$ cat config.mk
export PLATFORM = sky130hd
export DESIGN_NAME = fetch_unit_flat
export DESIGN_NICKNAME = d
export VERILOG_FILES = /design/src/rtl/fetch_unit_pkg.sv /design/src/rtl/fetch_unit_if.sv /design/src/rtl/fetch_unit_ibuf.sv /design/src/rtl/fetch_unit.sv /design/src/flat_wrapper.sv
export SDC_FILE = /design/constraint.sdc
export NUM_CORES = 1
export LEC_CHECK = 0
export CELL_PAD_IN_SITES_DETAIL_PLACEMENT = 0
export CELL_PAD_IN_SITES_GLOBAL_PLACEMENT = 1
export CORE_MARGIN = 5
export CORE_UTILIZATION = 28
export DETAILED_ROUTE_END_ITERATION = 6
export GPL_TIMING_DRIVEN = 0
export HOLD_SLACK_MARGIN = 0.06
export PLACE_DENSITY_LB_ADDON = 0.3
export SYNTH_ARGS = -nofsm -noshare
export SYNTH_HDL_FRONTEND = slang
export SYNTH_SLANG_ARGS = --single-unit
$ cat constraint.sdc
create_clock -name clock -period 1.5 [get_ports clock]
set_input_delay 0.15 -clock clock [delete_from_list [all_inputs] [get_ports clock]]
set_output_delay 0.15 -clock clock [all_outputs]
set_load 0.03 [all_outputs]
$ cat src/rtl/fetch_unit_pkg.sv
// Shared widths, fetch state encoding and PC arithmetic for the fetch sequencer.
package fetch_unit_pkg;
  localparam int ADDR_W  = 8;
  localparam int INSTR_W = 16;

  typedef logic [ADDR_W-1:0]  addr_t;
  typedef logic [INSTR_W-1:0] instr_t;

  typedef enum logic [1:0] {
    S_START = 2'd0,
    S_REQ   = 2'd1,
    S_HOLD  = 2'd2,
    S_FLUSH = 2'd3
  } fetch_state_e;

  // Sequential PC step; wraps modulo 2^ADDR_W with no carry out.
  function automatic addr_t pc_inc(input addr_t a);
    return a + addr_t'(1);
  endfunction
endpackage

$ cat src/rtl/fetch_unit_if.sv
// Fetch unit connections: pc register loop, imem req/ack, decode valid/ready, redirect.
interface fetch_unit_if;
  import fetch_unit_pkg::*;

  addr_t  pc_cur;
  addr_t  pc_next;
  logic   imem_req;
  addr_t  imem_addr;
  logic   imem_ack;
  instr_t imem_data;
  logic   instr_valid;
  logic   instr_ready;
  instr_t instr;
  addr_t  instr_pc;
  logic   br_taken;
  addr_t  br_target;

  modport master (
    input  pc_cur, imem_ack, imem_data, instr_ready, br_taken, br_target,
    output pc_next, imem_req, imem_addr, instr_valid, instr, instr_pc
  );

  modport slave (
    output pc_cur, imem_ack, imem_data, instr_ready, br_taken, br_target,
    input  pc_next, imem_req, imem_addr, instr_valid, instr, instr_pc
  );
endinterface

$ cat src/rtl/fetch_unit_ibuf.sv
// One-entry instruction buffer: load wins over clear, contents hold while valid.
module fetch_ibuf
  import fetch_unit_pkg::*;
(
  input  logic   clock,
  input  logic   reset,
  input  logic   load,
  input  logic   clear,
  input  instr_t load_instr,
  input  addr_t  load_pc,
  output logic   valid,
  output instr_t instr,
  output addr_t  instr_pc
);
  logic   valid_reg;
  instr_t instr_reg;
  addr_t  instr_pc_reg;

  always_ff @(posedge clock or posedge reset) begin
    if (reset) begin
      valid_reg    <= 1'b0;
      instr_reg    <= '0;
      instr_pc_reg <= '0;
    end else if (load) begin
      valid_reg    <= 1'b1;
      instr_reg    <= load_instr;
      instr_pc_reg <= load_pc;
    end else if (clear) begin
      valid_reg    <= 1'b0;
    end
  end

  assign valid    = valid_reg;
  assign instr    = instr_reg;
  assign instr_pc = instr_pc_reg;
endmodule

$ cat src/rtl/fetch_unit.sv
// Next-PC and fetch sequencer: drives the pc register input, runs the imem
// handshake and presents one buffered instruction at a time to decode.
module fetch_unit
  import fetch_unit_pkg::*;
(
  input  logic          clock,
  input  logic          reset,
  fetch_unit_if.master  bus
);
  fetch_state_e state_reg, state_next;
  addr_t        flush_addr_reg;
  logic         buf_load, buf_clear, buf_valid, fire;
  instr_t       buf_instr;
  addr_t        buf_pc;

  assign fire = buf_valid & bus.instr_ready;

  // pc_cur already holds the redirect target once S_FLUSH is entered, so the
  // outstanding request address has to be kept here until its ack arrives.
  always_ff @(posedge clock or posedge reset) begin
    if (reset) begin
      state_reg      <= S_START;
      flush_addr_reg <= '0;
    end else begin
      state_reg <= state_next;
      if (state_reg == S_REQ && !bus.imem_ack && bus.br_taken)
        flush_addr_reg <= bus.pc_cur;
    end
  end

  always_comb begin
    state_next    = state_reg;
    bus.pc_next   = bus.pc_cur;
    bus.imem_req  = 1'b0;
    bus.imem_addr = bus.pc_cur;
    buf_load      = 1'b0;
    buf_clear     = 1'b0;
    case (state_reg)
      S_START: state_next = S_REQ;
      S_REQ: begin
        bus.imem_req = 1'b1;
        if (bus.imem_ack && !bus.br_taken) begin
          buf_load    = 1'b1;
          bus.pc_next = pc_inc(bus.pc_cur);
          state_next  = S_HOLD;
        end else if (!bus.imem_ack && bus.br_taken) begin
          state_next  = S_FLUSH;
        end
      end
      S_HOLD: begin
        if (bus.br_taken || fire) begin
          buf_clear  = 1'b1;
          state_next = S_REQ;
        end
      end
      S_FLUSH: begin
        bus.imem_req  = 1'b1;
        bus.imem_addr = flush_addr_reg;
        if (bus.imem_ack)
          state_next = S_REQ;
      end
      default: state_next = S_START;
    endcase
    // A redirect overrides the PC in every state; the buffer/FSM effects are above.
    if (bus.br_taken)
      bus.pc_next = bus.br_target;
  end

  fetch_ibuf u_ibuf (
    .clock      (clock),
    .reset      (reset),
    .load       (buf_load),
    .clear      (buf_clear),
    .load_instr (bus.imem_data),
    .load_pc    (bus.pc_cur),
    .valid      (buf_valid),
    .instr      (buf_instr),
    .instr_pc   (buf_pc)
  );

  assign bus.instr_valid = buf_valid;
  assign bus.instr       = buf_instr;
  assign bus.instr_pc    = buf_pc;
endmodule

$ cat src/flat_wrapper.sv
// flat-port wrapper written by rule: the top's interface ports become plain ports
module fetch_unit_flat import fetch_unit_pkg::*;
  (clock, reset, bus_pc_cur, bus_imem_ack, bus_imem_data, bus_instr_ready, bus_br_taken, bus_br_target, bus_pc_next, bus_imem_req, bus_imem_addr, bus_instr_valid, bus_instr, bus_instr_pc);
  fetch_unit_if bus_i ();
  input  logic clock;
  input  logic reset;
  input wire logic [$bits(bus_i.pc_cur)-1:0] bus_pc_cur;
  input wire logic [$bits(bus_i.imem_ack)-1:0] bus_imem_ack;
  input wire logic [$bits(bus_i.imem_data)-1:0] bus_imem_data;
  input wire logic [$bits(bus_i.instr_ready)-1:0] bus_instr_ready;
  input wire logic [$bits(bus_i.br_taken)-1:0] bus_br_taken;
  input wire logic [$bits(bus_i.br_target)-1:0] bus_br_target;
  output wire logic [$bits(bus_i.pc_next)-1:0] bus_pc_next;
  output wire logic [$bits(bus_i.imem_req)-1:0] bus_imem_req;
  output wire logic [$bits(bus_i.imem_addr)-1:0] bus_imem_addr;
  output wire logic [$bits(bus_i.instr_valid)-1:0] bus_instr_valid;
  output wire logic [$bits(bus_i.instr)-1:0] bus_instr;
  output wire logic [$bits(bus_i.instr_pc)-1:0] bus_instr_pc;
  assign bus_i.pc_cur = bus_pc_cur;
  assign bus_i.imem_ack = bus_imem_ack;
  assign bus_i.imem_data = bus_imem_data;
  assign bus_i.instr_ready = bus_instr_ready;
  assign bus_i.br_taken = bus_br_taken;
  assign bus_i.br_target = bus_br_target;
  assign bus_pc_next = bus_i.pc_next;
  assign bus_imem_req = bus_i.imem_req;
  assign bus_imem_addr = bus_i.imem_addr;
  assign bus_instr_valid = bus_i.instr_valid;
  assign bus_instr = bus_i.instr;
  assign bus_instr_pc = bus_i.instr_pc;
  fetch_unit u_core (.clock(clock), .reset(reset), .bus(bus_i));
endmodule
---- Word-level counts from Yosys, hierarchy flattened ----
Cells that the tools add are included.
storage, ports and cells
  bits of input ports ..................... 37
  register bits after elaboration ......... 35
  word-level logic and storage cells ...... 40
operators by class
  add/sub/neg operators ................... 1
  bitwise operators ....................... 1
  multiplexer cells ....................... 16
  equality and inequality tests ........... 6
  reductions and logical operators ........ 11
operators with widths
  cell                                                              count
  8-bit 2-to-1 mux                                                  4
  8-bit by 1-bit adder with 8-bit output (second input constant)    1
  2-bit 2-to-1 mux                                                  4
  2-bit case mux with 4 select lines                                1
  1-bit 2-to-1 mux                                                  7
  2-bit == test (second input constant)                             2
  1-bit logical AND                                                 4
  3-bit != test (second input constant)                             1
  3-bit AND reduction                                               1
  2-bit by 1-bit == test with 1-bit output (second input constant)  1
  1-bit zero test                                                   2
  2-bit zero test                                                   1
  2-bit by 1-bit != test with 1-bit output (second input constant)  1
  2-bit != test (second input constant)                             1
  2-bit nonzero test                                                1
  2-bit OR reduction                                                1
  1-bit bitwise AND                                                 1
  1-bit logical OR                                                  1

---- Depth between registers and ports, before layout ----
Gate-level depths: netlist (run 1).
  depth in word-level cells ............... 6
  depth in mapped cells ................... 7
  gate-level depth less buffers ........... 5

---- Modules after synthesis ----
A second synthesis (run 1) with hierarchy kept.
unflattened totals
  cells, all modules ...................... 136
  area total of the unflattened synthesis .. 1803.0 um2
modules (own cells, without submodules)
  module      sequential area each (um2)  instances  cells an instance  area an instance (um2)
  fetch_ibuf  625.6                       1          55                 1033.5
  fetch_unit  250.2                       1          81                 769.5

---- Worst setup path before layout (run 1) ----
No wires, ideal clock.
  path type ............................... register to output
  start point ............................. register u_core.state_reg[1]
  end point ............................... output port bus_pc_next[5]
  slack ................................... -0.477 ns
  path buffers ............................ 2
  cell stages (with the launch flop) ...... 6
  data required time ...................... 1.350 ns
  data arrival time ....................... 1.827 ns
  path through ............................ dfrtp_1 buf_6 nand4b_4 buf_6 or4_1 a31oi_1
between the ends
  longest elaborated chain between the ends .. 3
ends and longest elaborated chain
  item                                      line                RTL
  from (decl)                               fetch_unit.sv:10    fetch_state_e state_reg, state_next;
  from (signal assigned)                    fetch_unit.sv:25    state_reg <= state_next;
  2-bit by 1-bit == test with 1-bit output  fetch_unit.sv:38    case (state_reg)
  8-bit 2-to-1 mux                          fetch_unit.sv:38
  8-bit 2-to-1 mux                          fetch_unit.sv:65    if (bus.br_taken)
  to (decl)                                 flat_wrapper.sv:13  output wire logic [$bits(bus_i.pc_next)-1:0] bus_pc_next;
Every way passes these cells.

---- Worst setup path after layout (run 1) ----
  start point ............................. register u_core.state_reg[1]
  end point ............................... output port bus_pc_next[1]
Same word-level chain as after synthesis.

==> out/summary.txt, run 1 <==
Worst Hold Class: primary input to register
vias per cell: 4.69
Netlist cell types: 27
post-route ant nets: 0
total detailed-routing wirelength: 5.32 mm
Ant. Diodes: 0
clk root buf: clkbuf_8
fillers: 551
DR WL/cell: 16.5 um
die area: 7880 um^2
Initial Util: 29.0%
Max Freq: 506 MHz
cell count after synthesis: 140
CP max stage delay: 400 ps
vias in the first global route: 1,663
final worst setup slack: -477 ps
worst r2r path cells: 7
clk slew on worst S/H paths: 70 ps
buffers added on ports: 77
Syn Area/Cell: 12.4 um^2
Total GRT Usage: 13.7%
core area: 5990 um^2
leading cell type in the layout, fill and taps excluded: dfrtp_1
Period Utilization, post-route: 132%
worst flop-to-flop path endpoint: u_core.u_ibuf.instr_pc[4]$_DFFE_PP0P_
status: finished with violations
critical path type: register to primary output
cts hold-fix bufs: 0
Final Max Tran Viols: 0
commonest non-fill, non-tap cells in the layout: 35 x dfrtp_1, 34 x clkdlybuf4s50_1, 28 x buf_6
max FFs per register: 16
clock buffer depth: 2
CTS tree: done
Reg-to-Reg Start: u_core.state_reg[1]$_DFFE_PP0P_
# H-tree levels: 2
ranking of synthesized cells by area: dfrtp_1 50%, mux2_2 25%, nand2_1 2.8%, or4_1 2.2%, ha_1 1.4%
first-pass GRT wire length: 8.31 mm
unrepaired setup endpoints after global routing: true
Syn Nets: 179
slowest CP cell: dfrtp_1
share of cells above drive strength 1: 47.6%
Area Overhead vs Synth: 87.5%
Crit Path Max Fanout: 3
Setup Skew: 2.32 ps
DRC Markers: 0
Max-slew headroom: 49.4%
multi-input logic area: 1030 um^2
global routing usage on met3: 7.82%
clock period minus final worst setup slack: 1980 ps
sequential cell area: 876 um^2
Die Wd: 88.8 um
Synth Cell Area: 1740 um^2
Fin. Hold Viols: 0
setup TNS: -8440 ps
Synth top area share: 50.4%
met2 usage: 19.6%
synth warn: 0
worst slack at placement: -1430 ps
setup violators final: 48
failing checks: setup timing
die height: 88.8 um
Leak: 0.00159 uW
total grt overflow: 0
Clock Sinks: 35
worst path arrival time: 1830 ps
routability cong.: 0.750
R2R setup slack: -170 ps
cell taking the most area after synthesis: dfrtp_1
end of the critical path: bus_pc_next[1]
drt pass-1 iters: 4
number of antenna violations at the first check in global routing: 0
met1 usage: 17.6%
busiest layer in global routing: met2
Final Net Count: 286
1st-iter DRT viols: 46
Worst-Skew Late Latency: 280 ps
# IOs: 79
CTS Buf Count: 5
synthesized flop and latch total: 35
row cnt: 28
Top cell by count, worst path: buf_6
Slew @ Worst Pin: 757 ps
CP Launch Point: u_core.state_reg[1]$_DFFE_PP0P_
max_cap viols: 0
Power Dens Cells: 1670 nW/um^2
pin count of the biggest net entering global routing: 36
Seq/Total Area, Yosys: 50.4%
CP Cell Sequence: buf_6 -> buf_6 -> nand3b_1 -> buf_6 -> buf_12 -> mux2i_4 -> o21ai_2 -> buf_6
Max rail drop VDD: 0.901 mV
final HPWL from detailed placement: 3.39 mm
WP data required: 1350 ps
crit path launch type: register
Crit. End Element: primary output
vias: 1,515
-- cells in the mapped netlist --
master	count
a211oi_1	1
a21oi_1	1
a31oi_1	3
buf_2	4
buf_6	2
clkbuf_1	3
dfrtp_1	35
ha_1	2
inv_1	2
inv_2	1
mux2_2	39
mux2i_1	1
nand2_1	13
nand2b_1	1
nand3_1	5
nand3b_1	1
nand4_1	1
nand4b_1	1
nand4b_4	1
nor2_1	3
nor2b_1	1
nor4_4	1
o211ai_1	3
o21ai_0	5
o31ai_1	3
or4_1	5
xor2_1	2
-- metal layers --
metal / routed length, um / vias to the layer above
li1: - / 720
met1: 2320 / 720
met2: 2220 / 70
met4: 42 / 0
met3: 732 / 5
met5: 0 / -
-- logic make-up (layout without fill, tap and decap cells) --
logic type      count (synthesis)  count (layout)  share of synthesized area (%)
mux                            40              40                           25.9
flops                          35              35                           50.4
simple gates                   33              33                           11.7
compound gates                 16              16                           5.84
buf+inv                        12             120                           3.75
fa+ha+maj                       2               2                           1.44
xor+xnor                        2               2                           1.01
-- metrics by stage --
stage                     instances  cell area [um^2]  hold WS, ps  power, uW  utilization (%)
after global placement          292              2700          461       4240             45.0
after floorplan                 140              1830          300       3150                -
after CTS                       317              3100          343       5450             51.8
final                           323              3260          265       5430             54.3
after global routing            323              3260          273       5750             54.3
after detailed placement        292              2700          467       4260             45.0
-- critical path: cells and delay by family, from the launching register on --
kind,cells,cell delay [ps]
simple gates,1,170
compound gates,1,150
buf+inv,5,640
flops,1,400
mux,1,170
-- layout make-up --
cell class	instances	share of cell area, %
plain buffers	8	2.46
clock buffers	8	3.07
inverters	3	0.423
multi-input cells	93	31.5
flip-flops and latches	35	26.9
well taps	75	2.88
repair buffers	101	32.7
-- power breakdown --
part           total [uW]  internal, uW  switching [uW]
Clock                 749           419             330
Sequential           1580          1370             213
Combinational        3100          1580            1520
-- what timing repair did --
item                                    in CTS  in global routing
pin swaps                                    4                 14
cloned                                       1                  0
endpoints found under the setup margin      51                 69
setup buffers                               16                 11
gates resized for setup                    150                 55
-- worst min path at each step --
| stage | start | endpoint | slack, ps | cells after the start |
|---|---|---|---|---|
| after detailed placement | u_core.u_ibuf.instr_pc[2]$_DFFE_PP0P_ | u_core.u_ibuf.instr_pc[2]$_DFFE_PP0P_ | 470 | 2 |
| after floorplan | reset | u_core.flush_addr_reg[0]$_DFFE_PP0P_ | 300 | 1 |
| after global routing | bus_pc_cur[1] | u_core.flush_addr_reg[1]$_DFFE_PP0P_ | 270 | 2 |
| final | bus_pc_cur[1] | u_core.flush_addr_reg[1]$_DFFE_PP0P_ | 260 | 2 |
| after CTS | reset | u_core.u_ibuf.instr[0]$_DFFE_PP0P_ | 340 | 2 |
| after global placement | u_core.u_ibuf.instr_pc[2]$_DFFE_PP0P_ | u_core.u_ibuf.instr_pc[2]$_DFFE_PP0P_ | 460 | 2 |
(Power assumes the default switching activity.)
==> inputs of run 2 (changes only) <==
- GPL_ROUTABILITY_DRIVEN: not set -> 0
==> results of run 2 <==
The final DEF is identical to that of run 1; final timing and power are the same.
==> variant 1 (flow settings as in run 2) <==
Change the package constant `INSTR_W` from 16 to 32.
--- a/src/rtl/fetch_unit_pkg.sv
+++ b/src/rtl/fetch_unit_pkg.sv
@@ -3,3 +3,3 @@
   localparam int ADDR_W  = 8;
-  localparam int INSTR_W = 16;
+  localparam int INSTR_W = 32;
 
Interface: changed (resized bus_imem_data and bus_instr); port bits go from 79 to 111. The function was not compared with the original's and may differ.
==> variant 1 against run 2 <==
  * The flow still finishes with violations (setup timing)
  * Sequential cell count rose by 16
  * Cell area rose by 18%
  * Worst hold slack got worse by 110 ps
  * Clock skew rose by 15 ps
  * Combinational power fell by 7.4%
  * Worst setup slack improved by 53 ps
  * Maximum frequency rose by 2.8%
  * Synthesized area rose by 35%
  * Largest cell class is now flip-flops and latches
  * First-iteration DRC count fell by 8.7%
  * Via count rose by 23%
  * Core utilization fell by 7.3 points
  * Wire length rose by 19%
  * Power rose by 7.2%
  * Count of clock-buffer cells in the layout fell by 2
==> variant 1: results (changes against run 2) <==
[power_and_ir_drop]
leakagePower_nw = 1.80  ; +14%
swShare_pct = 40.0  ; +2.0 points
vdd_drop_max_uv = 844  ; -6.4%

[placement]
hpwlAfterDp_um = 4690  ; +38%
port_buffers = 110  ; +43%

[timing]
fin_skew_ps = 17.7  ; +15.4 ps
fin_tns_setup_ps = -3980  ; +4460 ps
setup_viol = 16  ; -67%
worstMarginPinSlew_ps = 533  ; -224 ps
setup_ws_ps = -424  ; +53.3 ps

[setup_path]
reg2reg_from = u_core.state_reg[1]
slowest_stage = o311a_1
critPathMaxStageDelay_ps = 360  ; -40 ps
cp_max_fo = 6  ; +3
critPathLaunch = bus_br_taken

[synth]
ys.flop_type = dfrtp_1
synth.area.top_cells = dfrtp_1 54%, mux2_2 26%, nand2_1 2.4%
synth_cell_types = 30  ; +11%
synth_seq_area_share_pct = 54.3  ; +3.9 points
yosys-top-cells-count = 55 x mux2_2, 51 x dfrtp_1, 15 x nand2_1
synthesis.nets = 229  ; +28%
async_flop_share_pct = 100  ; unchanged
yosys_warnings = 0  ; unchanged
synth_edf_count = 0  ; unchanged

[outcome]
failed_checks = setup timing
status = finished, violations left

[clock_network]
cts_made_buffers = 5  ; unchanged
root_buffer = clkbuf_8
htreeDepth = 2  ; unchanged
clock_path_buffers = 2  ; unchanged
clk_latency_ps = 310  ; +30 ps
clk_pin_slew_worst_paths_ps = 100  ; +30 ps

[min_path]
min_path_type = in2async

[cells_and_area]
n_fill_cell = 772  ; +40%
drive_above_1_share_pct = 38.0  ; -9.6 points
largest_register_ffs = 32  ; +16
antenna_cells = 0  ; unchanged
layout.nets = 355  ; +24%

[grt]
grt_pass1_wl_um = 9980  ; +20%
grt_pass1_vias = 1976  ; +19%
grt_antenna_before_repair = 0  ; unchanged
grt.total_usage_pct = 12.4  ; -1.2 points
grt_max_degree = 34  ; -5.6%

[routing]
avgViaCountPerCell = 4.62  ; -1.6%
wl_um = 6360  ; +19%
drt_pre_antenna_iters = 4  ; unchanged
drt_iter0_drc = 42  ; -8.7%

==> variant 1: cell count changes in the layout (fill, tap and decap cells not counted), moves of 13 or more <==
cell / run 2 / this run
dfrtp_1: 35 / 50
mux2_4: 17 / 0
mux2_2: 22 / 55
buf_6: 28 / 8
clkdlybuf4s50_1: 34 / 47
dlygate4sd2_1: 3 / 31
==> variant 1: path summary, 6_finish.rpt <==
path / to / slack, ps / cells past startpoint
worst min register to register: u_core.u_ibuf.instr_pc[4] / 480 / 2
worst min-delay path: u_core.u_ibuf.instr[7] / 160 / 2
min in group clock: u_core.u_ibuf.instr_pc[3] / 390 / 2
worst max-delay path: bus_pc_next[6] / -420 / 8
worst max register to register: u_core.flush_addr_reg[0] / 90 / 4
max in group asynchronous: u_core.state_reg[1] / 790 / 3
==> variant 1: area by class of cell <==
type	instances	area share, %
flip-flops and latches	51	33.2
repair buffers	122	30.8
multi-input cells	110	28.1
well taps	105	3.41
clock buffers	6	2.15
plain buffers	7	1.76
inverters	3	0.423
clock inverters	1	0.228
==> variant 1: critical path: cells and delay by family <==
family / cells / cell delay, ps
buffers and inverters: 4 / 640
adders and majority gates: 1 / 170
and+or+nand+nor: 1 / 140
AOI/OAI and AO/OA: 2 / 680
==> variant 1: logic make-up after synthesis <==
group	share of synthesized area [%]
flops	54.3
fa+ha+maj	1.07
compound gates	4.42
mux	27.2
simple gates	9.00
xor+xnor	0.746
buf+inv	3.20
==> variant 1: what timing repair did <==
action,CTS,global route
setup buffers,8,3
gates resized for setup,135,24
endpoints found under the hold margin,0,0
pin swaps,4,7
endpoints found under the setup margin,76,52
hold buffers,0,0
==> variant 1: layer usage <==
| layer | up-vias | track usage (%) | routed length [um] |
|---|---|---|---|
| met4 | 0 | 3.27 | 34 |
| met2 | 65 | 19.4 | 2930 |
| li1 | 876 | - | - |
| met1 | 926 | 15.3 | 2700 |
| met5 | - | 0 | 0 |
| met3 | 3 | 6.34 | 694 |
==> variant 1: power by group through the flow <==
stage	Combinational, mW	Sequential [mW]	Clock, mW
after global placement	3.10	2.11	0
after CTS	2.95	2.10	0.896
final	2.87	2.10	0.852
after global routing	3.03	2.17	0.947
after floorplan	0.940	2.96	0
after detailed placement	3.12	2.13	0
==> variant 1: through the flow <==
stage	setup slack, ps	std cells	area, um2
6_report	-424	405	3850
5_1_grt	-488	405	3850
4_1_cts	-451	404	3800
3_5_place_dp	-1250	390	3660
3_3_place_gp	-1270	389	3640
2_1_floorplan	-46.0	174	2400
==> variant 2 (settings of run 2) <==
Made on the original files. Encoding of `fetch_state_e`: now one-hot (4 bits for 4 states).
--- a/src/rtl/fetch_unit_pkg.sv
+++ b/src/rtl/fetch_unit_pkg.sv
@@ -8,7 +8,7 @@
 
-  typedef enum logic [1:0] {
-    S_START = 2'd0,
-    S_REQ   = 2'd1,
-    S_HOLD  = 2'd2,
-    S_FLUSH = 2'd3
+  typedef enum logic [3:0] {
+    S_START = 4'b0001,
+    S_REQ   = 4'b0010,
+    S_HOLD  = 4'b0100,
+    S_FLUSH = 4'b1000
   } fetch_state_e;
Check against the original RTL: no difference found for any inputs over 10 cycles, from zero or initial values and one cycle with reset high; not proved beyond that.
==> variant 2 against run 2 <==
  * The run still ends with setup timing left
  * Maximum frequency down 12%
  * Sequential cell count up 2
  * Power up 3.5%
  * Critical path depth down 4
  * Count of clock-buffer cells in the layout unchanged
  * Cell area up 7.2%
  * Worst setup slack worse by 260 ps
  * Wire length up 8.4%
  * Die area up 7.4%
  * Non-clock buffer count up 6
  * Synthesized area up 8.4%
  * Sequential power up 10%
  * Combinational power up 3%
  * Largest cell class unchanged
  * Largest power group unchanged
  * Highest routed layer unchanged
==> variant 2: results (changes against run 2) <==
[setup_path]
cp_max_fo = 7  ; +4
reg2reg_from = u_core.state_reg[2]
crit_path_end = bus_pc_next[5]
cp_top_family = simple AND/OR/NAND/NOR gates
arrival_ps = 2090  ; +260 ps
reg2reg_depth = 11  ; +4
rrSetupSlack_ps = -570  ; -400 ps
reg2reg_to = u_core.u_ibuf.instr[5]
critPathMaxStageDelay_ps = 580  ; +180 ps
slowest_stage = or4b_4
critPathLaunch = u_core.state_reg[3]

[clock_network]
cts_made_buffers = 5  ; unchanged
clk_pin_slew_worst_paths_ps = 70  ; about the same
cts-resized-gates = 136  ; -9.3%
postCtsSetupBuffers = 21  ; +5

[cells_and_area]
drive_above_1_share_pct = 51.5  ; +3.9 points
fin_util_pct = 54.0  ; -0.31 points
fin_cells = 347  ; +7.4%
n_fill_cell = 558  ; +1.3%
antenna_cells = 0  ; unchanged

[timing]
fin_tns_setup_ps = -22170  ; -13730 ps
whs_ps = 332  ; +67.4 ps
fin_skew_ps = 3.56  ; +1.24 ps
setup_ws_ps = -741  ; -264 ps
slew_headroom_pct = 47.2  ; -2.2 points
setup_viol = 52  ; +8.3%

[grt]
grt_pass1_vias = 1875  ; +13%
grt_pass1_wl_um = 9530  ; +15%
grt_antenna_before_repair = 0  ; unchanged
grt.met3_usage_pct = 7.28  ; -0.54 points
met2_usage_pct = 21.8  ; +2.2 points
grt.total_usage_pct = 14.0  ; +0.33 points
grt_max_degree = 38  ; +5.6%
use_met1_pct = 17.2  ; -0.44 points

[power_and_ir_drop]
power.internal_mw = 3.44  ; +2.3%
vdd_drop_max_uv = 1150  ; +27%
leakagePower_nw = 1.66  ; +4.7%

[min_path]
min_path_type = in2async

[synth]
ys.flop_type = dfrtp_1
synth_fa_ha_area_share_pct = 1.33  ; -0.11 points
netlist_instances = 156  ; +11%
synthesis.nets = 195  ; +8.9%
synth_cell_types = 38  ; +41%
muxShareOfSynthArea_pct = 23.9  ; -1.9 points
yosys-top-cells-count = 40 x mux2_2, 36 x dfrtp_1, 7 x nand3_1, 7 x nor2_1, 6 x o21ai_0
synth-xor-area-share_pct = 0.465  ; -0.54 points
synth_seq_area_share_pct = 49.3  ; -1.2 points
synth_compound_area_share_pct = 7.98  ; +2.1 points
synth.area.top_cells = dfrtp_1 48%, mux2_2 24%, nand3_1 1.9%

[placement]
port_buffers = 77  ; unchanged
dp_slack_ps = -1580  ; -153 ps
dp_cells = 310  ; +6.2%
hpwlAfterDp_um = 3790  ; +12%
place_area_mm2 = 0.00291  ; +7.8%

[routing]
detail_route.wl_per_cell_um = 16.6  ; +0.92%
num_vias = 1736  ; +15%
drt_iter0_drc = 24  ; -48%

[outcome]
status = finished, violations left
failed_checks = setup timing

variant 2: cell count changes after synthesis, sizes merged, moves of 3 or more:
cell | before | now
nor2 | 3 | 7
nand4 | 1 | 4
or4b | 0 | 3
nand2 | 13 | 5
variant 2: cell type report:
class | count | area share [%]
Tap cell | 77 | 2.76
Inverter | 5 | 0.538
Buffer | 6 | 2.69
Multi-Input combinational cell | 105 | 32.0
Timing Repair Buffer | 109 | 33.1
Sequential cell | 37 | 26.6
Clock buffer | 8 | 2.29
variant 2: power groups by stage:
stage	combinational, mW	sequential [mW]	clock [mW]
4_1_cts	3.10	1.79	0.702
2_1_floorplan	1.01	2.38	0
5_1_grt	3.40	1.81	0.748
6_report	3.20	1.74	0.674
3_3_place_gp	2.74	1.72	0
3_5_place_dp	2.75	1.74	0
variant 2: routing by layer:
layer	up-vias	wire length [um]
li1	807	-
met2	70	2560
met4	0	68
met3	5	746
met1	854	2390
met5	-	0
